`config.mk`:
```
export PLATFORM = sky130hd
export DESIGN_NAME = datamover_fsm
export DESIGN_NICKNAME = d
export VERILOG_FILES = /design/src/rtl/datamover_package.sv /design/src/rtl/datamover_fsm.sv
export SDC_FILE = /design/constraint.sdc
export NUM_CORES = 1
export LEC_CHECK = 0
export ABC_AREA = 1
export ABC_CLOCK_PERIOD_IN_PS = 4600
export BUFFER_PORTS_ARGS = -buffer_cell sky130_fd_sc_hd__buf_2
export CORE_AREA = 2 2 236 238
export CTS_CLUSTER_DIAMETER = 40
export DETAILED_ROUTE_END_ITERATION = 7
export DIE_AREA = 0 0 238 240
export GPL_TIMING_DRIVEN = 0
export PLACE_DENSITY = 0.45
export SKIP_CTS_REPAIR_TIMING = 1
export SLEW_MARGIN = 20
export SYNTH_ARGS = -nofsm -noshare
export SYNTH_HDL_FRONTEND = slang
export SYNTH_SLANG_ARGS = --single-unit
```
`constraint.sdc`:
```
create_clock -name clk_i -period 4.6 [get_ports clk_i]
set_input_delay 0.46 -clock clk_i [delete_from_list [all_inputs] [get_ports clk_i]]
set_output_delay 0.46 -clock clk_i [all_outputs]
set_load 0.02 [all_outputs]
```
`src/rtl/datamover_package.sv`:
```
// Shared types for the datamover control path: streamer control/flag
// bundles, the FSM state encoding and the latched job configuration.
package datamover_package;

    // Address generator programming for one streamer job.
    typedef struct packed {
        logic [31:0] base_addr;
        logic [31:0] tot_len;
        logic [31:0] d0_len;
        logic [31:0] d0_stride;
        logic [31:0] d1_len;
        logic [31:0] d1_stride;
        logic [31:0] d2_stride;
        logic [2:0]  dim_enable_1h;
    } hwpe_addressgen_ctrl_t;

    typedef struct packed {
        logic                  req_start;
        hwpe_addressgen_ctrl_t addressgen_ctrl;
    } ctrl_sourcesink_t;

    typedef struct packed {
        logic ready_start;
        logic done;
    } flags_sourcesink_t;

    typedef struct packed {
        ctrl_sourcesink_t data_in_source_ctrl;
        ctrl_sourcesink_t data_out_sink_ctrl;
    } ctrl_streamer_t;

    typedef struct packed {
        flags_sourcesink_t data_in_source_flags;
        flags_sourcesink_t data_out_sink_flags;
        logic              tcdm_fifo_empty;
    } flags_streamer_t;

    typedef enum logic [2:0] {
        DM_IDLE      = 3'd0,
        DM_PROGRAM   = 3'd1,
        DM_WORKING   = 3'd2,
        DM_WAIT_FIFO = 3'd3,
        DM_FINISHED  = 3'd4
    } datamover_state_t;

    // Job configuration. While a job runs, in_addr/out_addr act as the
    // advancing tile pointers and len as the remaining word count. The tile
    // field is stored zero-extended so the chunk compare is a plain 32-bit one.
    typedef struct packed {
        logic [31:0] in_addr;
        logic [31:0] out_addr;
        logic [31:0] len;
        logic [31:0] tile;
    } datamover_cfg_t;

endpackage

```
`src/rtl/datamover_fsm.sv`:
```
// Datamover control FSM: splits a programmed job into tile-sized streamer
// jobs, waits for both streamers and the TCDM FIFO, then pulses done_o.
// Optional feature: define DATAMOVER_PERF_CNT_EN to get a busy-cycle counter
// on perf_cycles_o (tied to 0 otherwise).
module datamover_fsm
    import datamover_package::*;
#(
    parameter int unsigned BW     = 128,
    parameter int unsigned TILE_W = 16
) (
    input  logic                clk_i,
    input  logic                rst_ni,
    input  logic                clear_i,
    input  logic                start_i,
    input  logic [31:0]         cfg_in_addr_i,
    input  logic [31:0]         cfg_out_addr_i,
    input  logic [31:0]         cfg_len_i,
    input  logic [TILE_W-1:0]   cfg_tile_i,
    output ctrl_streamer_t      ctrl_streamer_o,
    input  flags_streamer_t     flags_streamer_i,
    output logic                busy_o,
    output logic                done_o,
    output logic [31:0]         perf_cycles_o
);

    localparam logic [31:0] WORD_BYTES = 32'(BW / 8);

    datamover_state_t      state_q, state_d;
    datamover_cfg_t        job_q;
    logic                  src_done_q, snk_done_q;
    logic [31:0]           chunk;
    logic [31:0]           remaining_nxt;
    logic                  accept;
    logic                  both_ready;
    logic                  src_done_set, snk_done_set;
    logic                  tile_done;
    hwpe_addressgen_ctrl_t src_ag, snk_ag;

    // Tile size of the current streamer job: whole remainder when tiling is
    // off (tile 0) or when less than one tile is left.
    assign chunk = (job_q.tile == 32'd0 || job_q.len < job_q.tile) ? job_q.len : job_q.tile;
    assign remaining_nxt = job_q.len - chunk;

    assign accept       = (state_q == DM_IDLE) && start_i;
    assign both_ready   = flags_streamer_i.data_in_source_flags.ready_start
                       && flags_streamer_i.data_out_sink_flags.ready_start;
    assign src_done_set = src_done_q || flags_streamer_i.data_in_source_flags.done;
    assign snk_done_set = snk_done_q || flags_streamer_i.data_out_sink_flags.done;
    // Both streamers finished (in either order, or together) this tile.
    assign tile_done    = (state_q == DM_WORKING) && src_done_set && snk_done_set;

    // Address generator programming, 1-D linear walk from the current pointers.
    always_comb begin
        src_ag           = '0;
        snk_ag           = '0;
        src_ag.base_addr = job_q.in_addr;
        src_ag.tot_len   = chunk;
        src_ag.d0_len    = chunk;
        src_ag.d0_stride = WORD_BYTES;
        snk_ag.base_addr = job_q.out_addr;
        snk_ag.tot_len   = chunk;
        snk_ag.d0_len    = chunk;
        snk_ag.d0_stride = WORD_BYTES;
    end

    // State register; clear_i behaves like reset.
    always_ff @(posedge clk_i or negedge rst_ni) begin
        if (!rst_ni) begin
            state_q <= DM_IDLE;
        end else if (clear_i) begin
            state_q <= DM_IDLE;
        end else begin
            state_q <= state_d;
        end
    end

    // Next-state and Moore outputs; req_start additionally waits on ready_start.
    always_comb begin
        state_d         = state_q;
        ctrl_streamer_o = '0;
        busy_o          = (state_q != DM_IDLE);
        done_o          = 1'b0;
        unique case (state_q)
            DM_IDLE: begin
                if (start_i) begin
                    state_d = (cfg_len_i != 32'd0) ? DM_PROGRAM : DM_FINISHED;
                end
            end
            DM_PROGRAM: begin
                ctrl_streamer_o.data_in_source_ctrl.addressgen_ctrl = src_ag;
                ctrl_streamer_o.data_out_sink_ctrl.addressgen_ctrl  = snk_ag;
                if (both_ready) begin
                    ctrl_streamer_o.data_in_source_ctrl.req_start = 1'b1;
                    ctrl_streamer_o.data_out_sink_ctrl.req_start  = 1'b1;
                    state_d = DM_WORKING;
                end
            end
            DM_WORKING: begin
                ctrl_streamer_o.data_in_source_ctrl.addressgen_ctrl = src_ag;
                ctrl_streamer_o.data_out_sink_ctrl.addressgen_ctrl  = snk_ag;
                if (tile_done) begin
                    state_d = (remaining_nxt == 32'd0) ? DM_WAIT_FIFO : DM_PROGRAM;
                end
            end
            DM_WAIT_FIFO: begin
                if (flags_streamer_i.tcdm_fifo_empty) begin
                    state_d = DM_FINISHED;
                end
            end
            DM_FINISHED: begin
                done_o  = 1'b1;
                state_d = DM_IDLE;
            end
            default: begin
                state_d = DM_IDLE;
            end
        endcase
    end

    // Job pointers and remaining count: load on accept, advance per finished tile.
    always_ff @(posedge clk_i or negedge rst_ni) begin
        if (!rst_ni) begin
            job_q <= '0;
        end else if (clear_i) begin
            job_q <= '0;
        end else if (accept) begin
            job_q.in_addr  <= cfg_in_addr_i;
            job_q.out_addr <= cfg_out_addr_i;
            job_q.len      <= cfg_len_i;
            job_q.tile     <= 32'(cfg_tile_i);
        end else if (tile_done) begin
            job_q.in_addr  <= job_q.in_addr + chunk * WORD_BYTES;
            job_q.out_addr <= job_q.out_addr + chunk * WORD_BYTES;
            job_q.len      <= remaining_nxt;
        end
    end

    // Sticky per-streamer done flags, only meaningful while WORKING.
    always_ff @(posedge clk_i or negedge rst_ni) begin
        if (!rst_ni) begin
            src_done_q <= 1'b0;
            snk_done_q <= 1'b0;
        end else if (clear_i || state_q != DM_WORKING || tile_done) begin
            src_done_q <= 1'b0;
            snk_done_q <= 1'b0;
        end else begin
            src_done_q <= src_done_set;
            snk_done_q <= snk_done_set;
        end
    end

`ifdef DATAMOVER_PERF_CNT_EN
    logic [31:0] perf_q;

    // Busy-cycle counter: restarts on each accepted job, holds while idle.
    always_ff @(posedge clk_i or negedge rst_ni) begin
        if (!rst_ni) begin
            perf_q <= '0;
        end else if (clear_i || accept) begin
            perf_q <= '0;
        end else if (busy_o) begin
            perf_q <= perf_q + 32'd1;
        end
    end

    assign perf_cycles_o = perf_q;
`else
    assign perf_cycles_o = '0;
`endif

endmodule

```
==> results by group, run 1 <==
Critical path
  – CP dominant cell by count: nand2_1
  – Arrival time worst endpoint: approximately 4800 ps
  – Critical Path RT: slightly below 5000 ps
  – Crit-path slowest cell: dfrtp_1
  – Crit start category: register
  – CP peak stage delay: around 480 ps
  – Worst setup EP type: register
  – R2r setup slk: roughly 210 ps
  – Worst R2R End: job_q[90]
  – Crit path kind: reg2reg
  – Crit-path max FO: 7
  – R2R Path Start: job_q[46]
  – R2R depth: 28

Global route
  – Vias in the first global route: about 14000
  – Global-route wire length before repair: approximately 86000 µm
  – M3 GR Usage: between 2 and 3%
  – Global-route usage over all layers: 20.21%
  – Gr busiest metal: met2
  – Met2 Use GR: 35.73%
  – Antenna violations before repair: 2
  – Met1 Track Usage GR: 25.29%
  – Gr ovfl total: 0
  – Largest net degree at the start of global routing: 65

STA
  – Period minus WS final: ~4400 ps
  – Final WS setup: roughly 210 ps
  – Max Clock Skew: between 10 and 15 ps
  – Final setup vio count: 0
  – Unrepaired setup endpoints after global routing: true
  – Worst-Margin Slew: approximately 1100 ps
  – FMAX: roughly 230 MHz
  – Relative slew slack: ~28%
  – Final hold vios: 0
  – Hold Slack: 226.0 ps
  – Slew Viols, Final: 0
  – Final period util: between 90% and 100%

Final layout
  – Nets@finish: just under 3000
  – Filler cells: about 6000
  – Layout area overhead: 36.87%
  – Multi-input gate area: ~8500 µm²
  – Final Instance Count excl. Fillers: about 3400
  – Reg area: between 2000 and 3000 µm²
  – Fraction of layout cells with a size suffix above 1: 34.36%

Die
  – DIE AREA: between 50000 and 60000 µm²
  – Die H: ~240 µm
  – Rows: 86
  – I/O pin count: slightly above 600
  – Core ar.: between 50000 and 60000 µm²
  – Starting Density: about a quarter
  – Die Wd: approximately 240 µm

Detailed routing
  – DR WL/cell: 17.74 µm
  – Final WL: between 60000 and 70000 µm
  – DR vias: between 10000 and 15000
  – Drt via density: ~4.3
  – ANT nets after route: 0
  – DR iter-0 viols: slightly below 800
  – Remaining DRCs: 0
  – Drt pass-1 iters: 5

Yosys
  – Ys async rst share: 100.0%
  – Syn Std Cell Area: approximately 14000 µm²
  – Adder-cell share of the synthesized area: between 8 and 9%
  – Register area share after synthesis: a little over a fifth
  – Largest family of logic cells by synthesized area: buffers and inverters
  – Cell taking the most area after synthesis: buf_4
  – Mapped Cells: between 2000 and 2500
  – Yosys top cell area share: a little over a fifth
  – Post-synth EDFFs: 0
  – Compound-gate portion of the synthesized area: roughly 17%
  – Yosys warning total: 0
  – Syn_area_per_cell: 6.802 µm²
  – Number of distinct library cells after synthesis: 58
  – Post-synthesis mux area share: less than 1%
  – #FFs+latches synth: approximately 120
  – XOR/XNOR Fraction of Synth Area: 2.779%
  – Simple-Gate Fraction of Synth Area: a little over a fifth
  – Ys flop type: dfrtp_1
  – Synth area leaders: buf_4 (21%), dfrtp_1 (21%), ha_1 (7.8%), nand2_1 (7.6%), nor2_1 (6.3%)

Run status
  – Outcome: completed

Clock network
  – H-tree levels: 4
  – TritonCTS clock tree: built
  – Clk buf depth: 2
  – CTS root buf: clkbuf_16
  – Clock sink total: 117
  – Number of CTS-inserted buffers: 17
  – Clk slew on worst S/H paths: 70 ps
  – Clk_lat worst skew: roughly 470 ps

Place
  – GP Congestion: between 0.9 and 1
  – PortBufs: 318
  – Dpl cells: 3353
  – Post-DP HPWL: approximately 50000 µm
  – Dpl ws: -1013 ps

Pwr
  – Logic pwr share: 72.8%
  – Total power: 11.75 mW
  – Leakage: 10.75 nW
  – Sw power: between 6 and 7 mW
  – Clock share of power: roughly an eighth
  – Cell Pwr Density: 618.8 nW/µm²
  – Sequential share of power: roughly 15%
  – P_int: approximately 5.2 mW
  – VDD IR max: 0.2069 mV
  – Switching part of the total: roughly 56%

Worst hold path
  – Worst Hold Depth: 3
  – Hold Path Sink: job_q[64]
  – Hold Path Origin: cfg_out_addr_i[0]
  – Hold Path Class: in2reg

Flow run
  – Max Cap Viol: 0
==> sequential cells by signal, indices dropped and copies added (netlist names) <==
signal      count
src_done_q      1
job_q         112
state_q         3
snk_done_q      1
==> Yosys cell counts, types with 3 or more instances <==
| cell | count |
|---|---|
| a21o_1 | 7 |
| a21oi_1 | 100 |
| a31oi_1 | 6 |
| a32o_1 | 7 |
| buf_1 | 6 |
| buf_2 | 12 |
| buf_4 | 392 |
| clkbuf_1 | 41 |
| dfrtp_1 | 117 |
| fa_1 | 3 |
| ha_1 | 86 |
| inv_1 | 222 |
| inv_2 | 13 |
| mux2i_1 | 5 |
| nand2_1 | 279 |
| nand2_2 | 5 |
| nand3_1 | 83 |
| nand3b_1 | 6 |
| nand4_1 | 25 |
| nor2_1 | 233 |
| nor2_2 | 9 |
| nor3_1 | 33 |
| nor4_1 | 11 |
| o211ai_1 | 15 |
| o21a_1 | 4 |
| o21ai_0 | 159 |
| o21ai_1 | 11 |
| o21ai_2 | 4 |
| o21bai_1 | 4 |
| o221ai_1 | 5 |
| o22ai_1 | 54 |
| o31ai_1 | 4 |
| xnor2_1 | 13 |
| xor2_1 | 31 |
==> placed cells by master (no fill, tap or decap), types with 16 or more instances in the layout <==
master	Yosys	routed
nor3_1	33	32
nand4_1	25	25
clkbuf_1	41	38
o21ai_4	0	16
inv_1	222	211
nand3_1	83	81
o22ai_1	54	54
buf_4	392	423
nor2_1	233	226
conb_1	1	292
nand2_1	279	270
ha_1	86	69
xor2_1	31	29
o21ai_0	159	138
dfrtp_1	117	111
a21oi_1	100	88
inv_2	13	23
buf_2	12	326
clkbuf_16	0	18
==> critical path: cells and delay by family (launching register included) <==
family | cells | cell delay, ps
and+or+nand+nor | 15 | 1280
AOI/OAI and AO/OA | 7 | 1130
adders and majority gates | 3 | 980
DFF | 1 | 480
buffers and inverters | 3 | 410
==> power by group through the flow <==
stage	clock [mW]	sequential (mW)	combinational (mW)
finish	1.40	1.79	8.55
global route	1.47	1.84	9.41
CTS	1.44	1.76	7.74
detailed placement	0	1.78	7.71
global placement	0	1.77	7.70
floorplan	0	1.66	5.49
==> per-stage QoR <==
step           utilization, %  TNS (ps)  cell area, µm²
5_1_grt                 34.73    -197.0           18980
6_report                34.73         0           18980
4_1_cts                 33.05    -32340           18060
2_1_floorplan               -         0           14960
3_3_place_gp            31.89    -28940           17430
3_5_place_dp            31.96    -28760           17470
==> how the worst max path moves through the flow <==
stage               from    endpoint
2_1_floorplan  job_q[47]  job_q[122]
3_3_place_gp   job_q[33]  state_q[1]
3_5_place_dp   job_q[43]  state_q[1]
4_1_cts        job_q[43]  state_q[1]
5_1_grt        job_q[15]  state_q[1]
6_report       job_q[46]   job_q[90]
==> routing by layer <==
layer  part of all wire (%)  vias up
li1                       -     7346
met1                     44     6825
met2                     50      438
met3                    4.3       61
met4                    2.4        2
met5                  0.016        -
==> cell families (layout without fill, tap and decap cells) <==
family	count (synthesis)	after routing
xor gates and xnor gates	44	44
AOI/OAI and AO/OA	396	396
and+or+nand+nor	697	698
DFF	117	117
buffers and inverters	690	1074
adders and majority gates	89	89
other	1	293
muxes	5	5
==> final cells by class <==
cell class              count  area share [%]
diodes                      1         0.01318
inverters                 237           4.700
well taps                 704           4.640
plain buffers             452           17.09
flip-flops and latches    117           15.46
clock buffers              18           2.314
clock inverters            14          0.8108
multi-input cells        1524           44.94
repair buffers            353           10.03
(Power assumes the default switching activity.)
==> inputs of run 2 (changes only) <==
Settings changed: CELL_PAD_IN_SITES_DETAIL_PLACEMENT set to 0, CELL_PAD_IN_SITES_GLOBAL_PLACEMENT set to 1, CORE_AREA 2 2 236 238 to 2 2 234 236, DIE_AREA 0 0 238 240 to 0 0 236 238, PLACE_DENSITY 0.45 to 0.64.
==> results by group, run 2 (synthesis results as in run 1) <==
Detailed routing
  – DR WL/cell: 17.62 µm (-0.70%)
  – Remaining DRCs: 0 (unchanged)
  – Drt via density: 4.366 (+1.8%)
  – Drt pass-1 iters: 6 (+1)
  – ANT nets after route: 0 (unchanged)
  – Final WL: 60350 µm (-0.53%)
  – DR iter-0 viols: 903 (+15%)
  – DR vias: 14960 (+2.0%)

Critical path
  – Delay-heaviest family, CP: simple AND/OR/NAND/NOR gates
  – Critical Path RT: 4990 ps (+30 ps)
  – Crit-path slowest cell: dfrtp_1
  – Arrival time worst endpoint: 4820 ps (+70 ps)
  – Crit start category: register
  – Crit-path max FO: 7 (unchanged)
  – Crit path kind: reg2reg
  – CP peak stage delay: 510 ps (+30 ps)
  – Worst setup EP type: register
  – CP dominant cell by count: nand2_1
  – Crit path buf inv count: 4 (+1)

Die
  – I/O pin count: 611 (unchanged)
  – Starting Density: 25.92% (+0.55 points)
  – Die Wd: 236 µm (-0.84%)
  – DIE AREA: 56170 µm² (-1.7%)
  – Die H: 238 µm (-0.83%)
  – Rows: 85 (-1.2%)
  – Core ar.: 53500 µm² (-2.1%)

Final layout
  – Most flop-heavy register: job_q
  – Final Instance Count excl. Fillers: 3426 (+0.18%)
  – Commonest non-fill, non-tap cells in the layout: buf_4 (434), buf_2 (327), conb_1 (292)
  – Number of flip-flops under the largest register name: 112 (unchanged)
  – Fraction of layout cells with a size suffix above 1: 35.19% (+0.83 points)
  – Util after Layout: 35.77% (+1.0 points)
  – Filler cells: 5846 (-2.9%)
  – Commonest non-fill, non-tap cell in the layout: buf_4
  – Nets@finish: 2925 (+0.45%)
  – Biggest regs: job_q: 112 flops, state_q: 3 flops
  – Layout area overhead: 37.98%

Clock network
  – Clock sink total: 117 (unchanged)
  – H-tree levels: 4 (unchanged)
  – TritonCTS clock tree: built
  – Clk slew on worst S/H paths: 70 ps (about the same)
  – Clk buf depth: 2 (unchanged)
  – CTS root buf: clkbuf_16
  – Number of CTS-inserted buffers: 17 (unchanged)
  – Clk_lat worst skew: 450 ps (-20 ps)

STA
  – Final setup vio count: 0 (unchanged)
  – Unrepaired setup endpoints after global routing: true
  – Relative slew slack: 22.31% (-5.2 points)
  – Max Clock Skew: 18.78 ps (+4.384 ps)
  – FMAX: 225.4 MHz (-1.0%)
  – Period minus WS final: 4437 ps (+44.84 ps)
  – Worst-Margin Slew: 1155 ps (+67.19 ps)
  – Final period util: 96.45% (+0.97 points)
  – Final hold vios: 0 (unchanged)
  – Slew Viols, Final: 0 (unchanged)

Run status
  – Outcome: completed

Pwr
  – Leakage: 10.79 nW (+0.40%)
  – VDD IR max: 0.2739 mV (+32%)
  – Cell Pwr Density: 619.3 nW/µm² (about the same)

Place
  – Post-DP HPWL: 50220 µm (-0.47%)
  – Dpl cells: 3345 (-0.24%)
  – PortBufs: 318 (unchanged)
  – GP Congestion: 0.9066 (-0.98%)

Global route
  – Global-route wire length before repair: 84790 µm (-1.1%)
  – Vias in the first global route: 13850 (+0.35%)
  – Global-route usage over all layers: 20.16% (-0.049 points)
  – Largest net degree at the start of global routing: 61 (-6.2%)
  – Gr ovfl total: 0 (unchanged)
  – Antenna violations before repair: 5 (+3)

Worst hold path
  – Hold Path Class: in2reg

Flow run
  – Max Cap Viol: 0 (unchanged)
[run 2: cell types whose count changed in the layout (fill, tap and decap cells not counted), sizes merged]
cell / change
buf: +13
clkinv: -1
diode: +1
inv: +1
[run 2: power by group]
group,switching [mW],internal (mW),leakage [nW]
registers,0.370,1.43,1.52
clock network,0.589,0.802,0.277
logic,5.56,3.10,8.99
[run 2: layout make-up]
class | instances | area [µm²] | area share (%)
Antenna cell | 2 | 5.005 | 0.02615
Clock inverter | 14 | 153.9 | 0.8042
Clock buffer | 18 | 429.2 | 2.243
Inverter | 237 | 894.6 | 4.675
Multi-Input combinational cell | 1524 | 8557 | 44.72
Sequential cell | 117 | 2944 | 15.39
Timing Repair Buffer | 366 | 2032 | 10.62
Tap cell | 696 | 870.8 | 4.551
Buffer | 452 | 3249 | 16.98
[run 2: path summary, 6_finish.rpt]
check	from	end	slack, ps	cells after the start
worst max-delay path	job_q[59]	state_q[1]	160	30
worst min-delay path	flags_streamer_i[1]	snk_done_q	260	3
worst max register to register	job_q[59]	state_q[1]	160	30
worst min register to register	snk_done_q	snk_done_q	500	2
max in group asynchronous	rst_ni	job_q[121]	3320	3
min in group asynchronous	rst_ni	state_q[1]	550	2
[run 2: metrics by stage]
stage / power, mW / setup slack, ps / hold WS [ps] / setup TNS [ps] / cell area (µm²)
final: 11.85 / 163.4 / 255.9 / 0 / 19140
after global routing: 12.79 / -93.49 / 251.9 / -259.6 / 19140
after CTS: 10.85 / -1009 / -32.19 / -27400 / 18040
after detailed placement: 9.409 / -994.4 / 442.0 / -26070 / 17460
after global placement: 9.388 / -1036 / 468.7 / -30960 / 17420
after floorplan: 7.150 / 429.7 / 164.4 / 0 / 14960
[run 2: per-layer routing]
metal	track usage [%]	share of wire [%]
met5	0	0.022
met4	6.292	2.5
met3	3.320	5.4
met2	34.84	49
met1	25.62	43
[run 2: worst reg2reg max path, delay by kind of cell (launching register included)]
kind / cells / cell delay (ps)
simple gates: 23 / 2770
flops: 1 / 510
xor+xnor: 1 / 260
buf+inv: 4 / 560
compound gates: 1 / 140
fa+ha+maj: 1 / 130
==> inputs of run 3 (changes only) <==
--- a/config.mk
+++ b/config.mk
@@ -15,6 +15,5 @@
 export DETAILED_ROUTE_END_ITERATION = 7
 export DIE_AREA = 0 0 236 238
-export GPL_TIMING_DRIVEN = 0
-export PLACE_DENSITY = 0.64
+export PLACE_DENSITY = 0.74
 export SKIP_CTS_REPAIR_TIMING = 1
 export SLEW_MARGIN = 20
==> constraint.sdc (replaced) <==
create_clock -name clk_i -period 4.6 [get_ports clk_i]
set_input_delay 0.92 -clock clk_i [delete_from_list [all_inputs] [get_ports clk_i]]
set_output_delay 0.92 -clock clk_i [all_outputs]
set_load 0.02 [all_outputs]
==> results by group, run 3 (synthesis results as in run 1) <==
Run status
  – Outcome: completed

STA
  – Final setup vio count: 0 (unchanged)
  – Final hold vios: 0 (unchanged)
  – Unrepaired setup endpoints after global routing: true
  – Relative slew slack: 37.40% (+15 points)
  – Slew Viols, Final: 0 (unchanged)
  – Setup TNS: 0 ps (unchanged)
  – FMAX: 229.9 MHz (+2.0%)
  – Final period util: 94.56% (-1.9 points)
  – Final WS setup: 250.1 ps (+86.62 ps)
  – Hold Slack: 500.0 ps (+244.1 ps)
  – Worst-Margin Slew: 939.0 ps (-215.7 ps)
  – Period minus WS final: 4350 ps (-86.62 ps)
  – Max Clock Skew: 14.67 ps (-4.109 ps)

Critical path
  – Crit path buf inv count: 5 (+1)
  – CP peak stage delay: 350 ps (-160 ps)
  – R2R Path Start: job_q[3]
  – Worst setup EP type: register
  – CP dominant cell by count: nand2_1
  – Arrival time worst endpoint: 4750 ps (-70 ps)
  – Crit-path slowest cell: dfrtp_1
  – R2R depth: 34 (+13%)
  – Critical Path RT: 5000 ps (about the same)
  – Crit-path max FO: 13 (+6)
  – Worst R2R End: state_q[1]
  – Crit start category: register
  – Crit path kind: reg2reg
  – Delay-heaviest family, CP: simple AND/OR/NAND/NOR gates
  – R2r setup slk: 250 ps (+90 ps)

Place
  – Dpl ws: -200.1 ps (+794.3 ps)
  – Area after DPL: 14930 µm² (-14%)
  – GP Congestion: 0.9114 (+0.53%)
  – Post-DP HPWL: 42840 µm (-15%)
  – Dpl cells: 2977 (-11%)
  – PortBufs: 318 (unchanged)

Clock network
  – Clk buf depth: 2 (unchanged)
  – Number of CTS-inserted buffers: 17 (unchanged)
  – Clock sink total: 117 (unchanged)
  – Clk_lat worst skew: 470 ps (+20 ps)
  – CTS root buf: clkbuf_16
  – Clk slew on worst S/H paths: 60 ps (about the same)
  – TritonCTS clock tree: built
  – H-tree levels: 4 (unchanged)

Die
  – Die H: 238 µm (unchanged)
  – Starting Density: 25.92% (unchanged)
  – DIE AREA: 56170 µm² (unchanged)
  – I/O pin count: 611 (unchanged)
  – Core ar.: 53500 µm² (unchanged)
  – Rows: 85 (unchanged)
  – Die Wd: 236 µm (unchanged)

Detailed routing
  – Remaining DRCs: 0 (unchanged)
  – DR vias: 13490 (-9.8%)
  – ANT nets after route: 0 (unchanged)
  – DR iter-0 viols: 866 (-4.1%)
  – Drt pass-1 iters: 5 (-1)
  – Final WL: 53350 µm (-12%)
  – DR WL/cell: 17.69 µm (+0.42%)
  – Drt via density: 4.471 (+2.4%)

Final layout
  – Final Instance Count excl. Fillers: 3016 (-12%)
  – Number of flip-flops under the largest register name: 112 (unchanged)
  – N_diodes: 0 (-2)
  – Final instance area: 15880 µm² (-17%)
  – Commonest non-fill, non-tap cells in the layout: buf_2 (317), conb_1 (292), nand2_1 (274)
  – Layout area overhead: 14.48%
  – Biggest regs: job_q: 112 flops, state_q: 3 flops
  – Fraction of layout cells with a size suffix above 1: 23.19% (-12 points)
  – Most flop-heavy register: job_q
  – Util after Layout: 29.68% (-6.1 points)
  – Commonest non-fill, non-tap cell in the layout: buf_2
  – Nets@finish: 2517 (-14%)

Global route
  – Largest net degree at the start of global routing: 64 (+4.9%)
  – Antenna violations before repair: 0 (-5)
  – Gr ovfl total: 0 (unchanged)
  – Global-route usage over all layers: 18.21% (-1.9 points)
  – Vias in the first global route: 12500 (-9.8%)
  – Global-route wire length before repair: 77150 µm (-9.0%)

Flow run
  – Max Cap Viol: 0 (unchanged)

Pwr
  – Total power: 11.37 mW (-4.1%)
  – Leakage: 8.717 nW (-19%)
  – VDD IR max: 0.2927 mV (+6.9%)
  – Cell Pwr Density: 715.9 nW/µm² (+16%)

Worst hold path
  – Hold Path Sink: snk_done_q
  – Worst Hold Depth: 2 (-1)
  – Hold Path Origin: snk_done_q
  – Hold Path Class: reg2reg
-- run 3: cell types whose count changed in the layout (fill, tap and decap cells not counted), sizes merged --
cell / previous run / this run
clkinv: 8 / 7
clkbuf: 60 / 20
dlygate4sd3: 1 / 0
inv: 238 / 236
bufinv: 2 / 5
clkinvlp: 3 / 1
diode: 2 / 0
buf: 775 / 410
-- run 3: cell type report --
cell class | instances | area (µm²)
Clock buffer | 20 | 456.7
Clock inverter | 12 | 198.9
Fill cell | 6001 | 37620
Inverter | 237 | 890.9
Multi-Input combinational cell | 1524 | 8190
Sequential cell | 117 | 2934
Tap cell | 696 | 870.8
Timing Repair Buffer | 410 | 2335
-- run 3: worst reg2reg max path: cells and delay by family (launching register included) --
| kind | cells | cell delay [ps] |
|---|---|---|
| buffers and inverters | 5 | 630 |
| AOI/OAI and AO/OA | 3 | 470 |
| and+or+nand+nor | 24 | 2250 |
| adders and majority gates | 2 | 580 |
| DFF | 1 | 350 |
-- run 3: worst max path at each step --
stage | from | end | slack (ps) | cells past startpoint
floorplan | job_q[47] | job_q[122] | 430 | 28
CTS | job_q[33] | state_q[1] | -240 | 31
detailed placement | job_q[39] | state_q[1] | -200 | 29
finish | job_q[3] | state_q[1] | 250 | 34
global placement | job_q[33] | state_q[1] | -240 | 31
global route | job_q[5] | state_q[1] | -40 | 32
-- run 3: layer usage --
layer	global-route usage, %	up-vias	part of all wire, %
met5	0	-	0
met4	3.474	0	0.99
met3	2.927	33	5.5
met2	31.18	521	49
met1	24.23	6388	45
li1	-	6544	-
-- run 3: power by group --
group	switching (mW)	total (mW)	internal [mW]
Clock	0.574	1.56	0.989
Sequential	0.351	1.77	1.42
Combinational	5.25	8.03	2.78
